**config.mk**
```make
export PLATFORM = sky130hd
export DESIGN_NAME = cpu_debug
export DESIGN_NICKNAME = d
export VERILOG_FILES = /design/src/rtl/cpu_debug.sv
export SDC_FILE = /design/constraint.sdc
export NUM_CORES = 1
export LEC_CHECK = 0
export CORE_MARGIN = 10
export CORE_UTILIZATION = 36
export CTS_BUF_LIST = sky130_fd_sc_hd__clkbuf_8
export DETAILED_ROUTE_END_ITERATION = 12
export PLACE_DENSITY = 0.87
export SYNTH_ARGS = -nofsm -noshare
export SYNTH_HDL_FRONTEND = slang
export SYNTH_SLANG_ARGS = --single-unit
export TNS_END_PERCENT = 10
```
**constraint.sdc**
```tcl
create_clock -name clk -period 1.65 [get_ports clk]
set_input_delay 0.33 -clock clk [delete_from_list [all_inputs] [get_ports clk]]
set_output_delay 0.33 -clock clk [all_outputs]
set_load 0.05 [all_outputs]
```
**src/rtl/cpu_debug.sv**
```systemverilog
// Debug access unit: halts, steps and resumes the core and gives the debug
// transport access to PC and GPRs. Optional breakpoint: CPU_DEBUG_BREAKPOINT_EN.
module cpu_debug #(
    parameter bit RESET_HALTED = 1'b0
) (
    input  logic        clk,
    input  logic        reset,
    input  logic        enable,
    input  logic        rd_wr,
    input  logic [31:0] address,
    input  logic [31:0] data_out,
    output logic [31:0] data_in,
    input  logic        step,
    input  logic        run,
    output logic        halt,
    input  logic [31:0] pc_in,
    output logic        pc_we,
    output logic [31:0] pc_wdata,
    output logic [4:0]  gpr_addr,
    input  logic [31:0] gpr_rdata,
    output logic        gpr_we,
    output logic [31:0] gpr_wdata
);

    typedef enum logic [1:0] {
        ST_RUN    = 2'd0,
        ST_HALTED = 2'd1,
        ST_STEP   = 2'd2
    } state_t;

    state_t      state_q, state_d;
    logic        enable_q, step_q, run_q;
    logic        acc_edge, step_edge, run_edge;
    logic        rd_acc, wr_acc;
    logic [6:0]  word_idx;
    logic [4:0]  gpr_idx;
    logic        sel_ctrl, sel_pc, sel_bp, sel_gpr;
    logic        is_halted;
    logic        ctrl_wr, dropped_wr;
    logic        err_q, err_d;
    logic [31:0] data_in_q, data_in_d;
    logic        pc_we_q, pc_we_d;
    logic [31:0] pc_wdata_q, pc_wdata_d;
    logic        gpr_we_q, gpr_we_d;
    logic [4:0]  gpr_addr_q, gpr_addr_d;
    logic [31:0] gpr_wdata_q, gpr_wdata_d;
    logic        bp_match, bp_hit;
    logic [31:0] bpaddr;
    logic        unused_addr_bits;

    assign acc_edge  = enable & ~enable_q;
    assign step_edge = step & ~step_q;
    assign run_edge  = run & ~run_q;
    assign rd_acc    = acc_edge & ~rd_wr;
    assign wr_acc    = acc_edge & rd_wr;

    // Only address[8:2] is decoded; the rest of the address aliases.
    assign word_idx  = address[8:2];
    assign gpr_idx   = address[6:2];
    assign sel_ctrl  = (word_idx == 7'h00);
    assign sel_pc    = (word_idx == 7'h01);
    assign sel_bp    = (word_idx == 7'h02);
    assign sel_gpr   = (word_idx[6:5] == 2'b10);
    assign unused_addr_bits = ^{address[31:9], address[1:0]};

    assign is_halted  = (state_q == ST_HALTED);
    assign ctrl_wr    = wr_acc & sel_ctrl;
    assign dropped_wr = wr_acc & (sel_pc | sel_gpr) & ~is_halted;

`ifdef CPU_DEBUG_BREAKPOINT_EN
    logic [31:0] bpaddr_q;
    logic        bp_hit_q;
    logic        left_halt_q;

    always_ff @(posedge clk) begin
        if (reset) begin
            bpaddr_q    <= 32'h0;
            bp_hit_q    <= 1'b0;
            left_halt_q <= 1'b0;
        end else begin
            left_halt_q <= (state_q != ST_RUN);
            if (wr_acc && sel_bp) begin
                bpaddr_q <= {data_out[31:2], 1'b0, data_out[0]};
            end
            if (bp_match) begin
                bp_hit_q <= 1'b1;
            end else if (ctrl_wr && data_out[2]) begin
                bp_hit_q <= 1'b0;
            end
        end
    end

    // Skipping the first RUN cycle lets the core resume from the breakpoint PC.
    assign bp_match = (state_q == ST_RUN) && !left_halt_q && bpaddr_q[0] &&
                      (pc_in[31:2] == bpaddr_q[31:2]);
    assign bp_hit   = bp_hit_q;
    assign bpaddr   = bpaddr_q;
`else
    assign bp_match = 1'b0;
    assign bp_hit   = 1'b0;
    assign bpaddr   = 32'h0;
`endif

    always_comb begin
        state_d     = state_q;
        err_d       = err_q;
        data_in_d   = data_in_q;
        pc_we_d     = 1'b0;
        pc_wdata_d  = pc_wdata_q;
        gpr_we_d    = 1'b0;
        gpr_addr_d  = gpr_addr_q;
        gpr_wdata_d = gpr_wdata_q;

        // Later assignments take priority; a run edge overrides everything.
        if (state_q == ST_STEP) begin
            state_d = ST_HALTED;
        end
        if (bp_match) begin
            state_d = ST_HALTED;
        end
        if (step_edge && is_halted) begin
            state_d = ST_STEP;
        end
        if (ctrl_wr && data_out[1]) begin
            state_d = ST_RUN;
        end
        if (ctrl_wr && data_out[0]) begin
            state_d = ST_HALTED;
        end
        if (run_edge) begin
            state_d = ST_RUN;
        end

        if (ctrl_wr && data_out[3]) begin
            err_d = 1'b0;
        end
        if (dropped_wr) begin
            err_d = 1'b1;
        end

        if (rd_acc) begin
            if (sel_ctrl) begin
                data_in_d = {28'h0, err_q, bp_hit, state_q == ST_STEP, is_halted};
            end else if (sel_pc) begin
                data_in_d = pc_in;
            end else if (sel_bp) begin
                data_in_d = bpaddr;
            end else if (sel_gpr) begin
                data_in_d = gpr_rdata;
            end else begin
                data_in_d = 32'h0;
            end
        end

        if (wr_acc && sel_pc && is_halted) begin
            pc_we_d    = 1'b1;
            pc_wdata_d = data_out;
        end
        if (wr_acc && sel_gpr && is_halted && (gpr_idx != 5'd0)) begin
            gpr_we_d    = 1'b1;
            gpr_addr_d  = gpr_idx;
            gpr_wdata_d = data_out;
        end
    end

    always_ff @(posedge clk) begin
        if (reset) begin
            if (RESET_HALTED) begin
                state_q <= ST_HALTED;
            end else begin
                state_q <= ST_RUN;
            end
            enable_q    <= 1'b0;
            step_q      <= 1'b0;
            run_q       <= 1'b0;
            err_q       <= 1'b0;
            data_in_q   <= 32'h0;
            pc_we_q     <= 1'b0;
            pc_wdata_q  <= 32'h0;
            gpr_we_q    <= 1'b0;
            gpr_addr_q  <= 5'd0;
            gpr_wdata_q <= 32'h0;
        end else begin
            state_q     <= state_d;
            enable_q    <= enable;
            step_q      <= step;
            run_q       <= run;
            err_q       <= err_d;
            data_in_q   <= data_in_d;
            pc_we_q     <= pc_we_d;
            pc_wdata_q  <= pc_wdata_d;
            gpr_we_q    <= gpr_we_d;
            gpr_addr_q  <= gpr_addr_d;
            gpr_wdata_q <= gpr_wdata_d;
        end
    end

    // A GPR read steers the combinational register-file port during the detect cycle.
    assign gpr_addr  = (rd_acc && sel_gpr) ? gpr_idx : gpr_addr_q;
    assign halt      = is_halted;
    assign data_in   = data_in_q;
    assign pc_we     = pc_we_q;
    assign pc_wdata  = pc_wdata_q;
    assign gpr_we    = gpr_we_q;
    assign gpr_wdata = gpr_wdata_q;

endmodule

```
==> impl_metrics.env <==
export IMPL_status="finished, violations left"
export IMPL_failed_checks="negative setup slack"
export IMPL_clk_latency_ns=0.37
export IMPL_cp_start_kind="flop"
export IMPL_rows=39
export IMPL_powerDensity_nw_per_um2=768
export IMPL_die_h_um=129
export IMPL_gr_total_overflow=0
export IMPL_ys_seq_elements=109
export IMPL_die_area_um2=16600
export IMPL_clockRootBuffer="clkbuf_8"
export IMPL_leakagePower_nw=2.69
export IMPL_postRouteWirelength_um=15800
export IMPL_fin_ws_ns=-0.202
export IMPL_synth_cell_types=36
export IMPL_core_area_um2=11500
export IMPL_cts_buffer_depth=2
export IMPL_ios=238
export IMPL_setup_viol=5
export IMPL_die_width_um=129
export IMPL_synth_async_sr_flop_share_pct=0
export IMPL_synth_top_cell_area_share_pct=51.2
export IMPL_worstHoldPathCells=2
export IMPL_syn_to_final_growth_pct=62.7
export IMPL_drc=0
export IMPL_slew_viol_final=0
export IMPL_hp_class="in -> reg"
export IMPL_rsz0062_at_grt="yes"
export IMPL_clk_pin_slew_ns=0.09
export IMPL_io_buffers=212
export IMPL_hold_violations=0
export IMPL_synth_edf_count=0
export IMPL_place_ws_ns=-0.577
export IMPL_synth_ff_type="dfxtp_1"
export IMPL_drive_gt1_share_pct=30.7
export IMPL_grt_pass1_wl_um=24400
export IMPL_postSynthAreaPerCell_um2=8.49
export IMPL_final_nets=845
export IMPL_use_met3_pct=5.59
export IMPL_final_setup_skew_ns=0.00913
export IMPL_dp_hpwl_um=11600
export IMPL_vias=4447
export IMPL_drt_pass1_iter_count=4
export IMPL_vdd_ir_drop_max_v=0.000430
export IMPL_clock_sinks=109
export IMPL_finalCritPeriodShare_pct=112
export IMPL_wl_per_cell_um=18.4
export IMPL_grtUsageMet2_pct=32.2
export IMPL_grt_start_max_net_pins=39
export IMPL_grtUsageMet1_pct=19.5
export IMPL_worst_slew_pin_slew_ns=0.409
export IMPL_synth_fp_nets=636
export IMPL_crit_fanout=5
export IMPL_ys_seq_area_share_pct=51.2
export IMPL_crit_type="reg -> out"
export IMPL_syn_area_um2=4260
export IMPL_arrival_ns=1.52
export IMPL_synth_largest_area_cell="dfxtp_1"
export IMPL_maxCapViolations=0
export IMPL_design_area_um2=6940
export IMPL_detailedRoute_firstIterationViolations=248
export IMPL_antenna_found_initial=1
export IMPL_ant_nets=0
export IMPL_place_gp_congestion=0.765
export IMPL_reg2reg_depth=4
export IMPL_yosys_warnings=0
export IMPL_max_slew_margin_pct=72.7
export IMPL_cts_tree="done"
export IMPL_initial_utilization_pct=37.0
export IMPL_grt_pass1_vias=4718
export IMPL_timing_fmax_ghz=0.540
export IMPL_busiest_layer="met2"
export IMPL_end_kind="primary output"
export IMPL_placed_area_um2=6520
export IMPL_htree_levels=3
export IMPL_postSynthCellCount=502
export IMPL_numCtsBuffers=9
export IMPL_worstPathRequired_ns=1.32
export IMPL_synth_area_leaders="dfxtp_1 51%, nand2_1 11%, a221oi_1 6.4%, a21oi_1 6.0%, a21oi_2 4.1%"
export IMPL_post_cts_buffers=0
export IMPL_grtUsageTotal_pct=18.4
export IMPL_post_route_min_period_ns=1.85
export IMPL_vias_per_cell=5.16
-- placed cells by master, fill, tap and decap left out, drive strengths merged, types with 2 or more instances in the layout --
cell	instances
a21oi	71
dfxtp	109
nand2	141
clkbuf	10
nor3	30
clkdlybuf4s50	99
bufinv	2
buf	135
nor4	2
dlygate4sd2	8
nand2b	2
mux2	5
a211oi	3
nor2b	5
inv	4
diode	2
a221oi	31
and4	2
nor2	37
-- flip-flops by register name, indices dropped and copies added, names as in the netlist --
register    cells
pc_we           1
gpr_wdata      32
step_q          1
pc_wdata       32
enable_q        1
run_q           1
gpr_we          1
data_in        32
err_q           1
state_q         2
gpr_addr_q      5
-- synth_stat cells, types with 3 or more instances --
| library cell | number |
|---|---|
| dfxtp_1 | 109 |
| a21oi_1 | 51 |
| nor3_1 | 30 |
| nand2_2 | 20 |
| a21oi_2 | 20 |
| buf_2 | 12 |
| a221oi_1 | 31 |
| nor2_1 | 37 |
| a211oi_1 | 3 |
| nand2_1 | 121 |
| clkbuf_1 | 29 |
| buf_6 | 3 |
| nor2b_1 | 5 |
| mux2_2 | 5 |
-- path summary, 6_finish.rpt --
check	from	slack, ns	end
min reg2reg	gpr_wdata[2]$_SDFFE_PP0P_	0.46	gpr_wdata[2]$_SDFFE_PP0P_
max reg2reg	enable_q$_SDFF_PP0_	0.09	data_in[11]$_SDFFE_PP0N_
min	enable	0.37	enable_q$_SDFF_PP0_
max	enable_q$_SDFF_PP0_	-0.20	gpr_addr[3]
-- stage by stage --
step                      TNS (ns)  power [mW]  util (%)  hold slack, ns  instances
after global routing         -1.47        5.55      60.2           0.368        859
after detailed placement    -56.08        3.58      56.6           0.451        840
after CTS                    -1.18        5.39      60.1           0.339        859
after floorplan             -0.605        3.11         -           0.433        502
final                       -0.941        5.33      60.2           0.368        861
after global placement      -50.55        3.56      56.6           0.441        840
-- per-layer routing --
layer,share of wire [%],wire length (um)
met5,0,0
met4,3.7,587
met3,6.8,1080
met2,52,8170
met1,38,5980
-- where the power goes --
group	total [mW]	internal, mW	switching (mW)
combinational	0.832	0.398	0.434
sequential	2.71	2.68	0.0279
clock	1.78	0.895	0.890
total	5.33	3.97	1.35
-- critical path: stages (launching register included) --
cell	delay, ns
dfxtp_2	0.35
nor3b_4	0.22
nand2_4	0.11
mux2_4	0.33
buf_12	0.15
-- what timing repair did --
item                                    4_1_cts  5_1_grt
hold buffers                                  0        0
cloned                                        3        0
pin swaps                                     8        3
gates resized for setup                      34        4
endpoints found under the setup margin      109       26
-- final cells by class --
cell class,count,area [um2]
Multi-Input combinational cell,347,2010
Fill cell,952,4580
Inverter,2,7.51
Tap cell,143,179
Clock buffer,10,138
Sequential cell,109,2180
Clock inverter,6,85.1
Antenna cell,2,5.00
Timing Repair Buffer,242,2330
-- cells by family (layout without fill, tap and decap cells) --
logic type	Yosys count	count (layout)	synth area share, %
AOI/OAI and AO/OA	112	112	18.5
and+or+nand+nor	230	230	24.0
muxes	5	5	1.32
DFF	109	109	51.2
other	0	2	0
buffers and inverters	46	260	4.93
(Power assumes the default switching activity.)
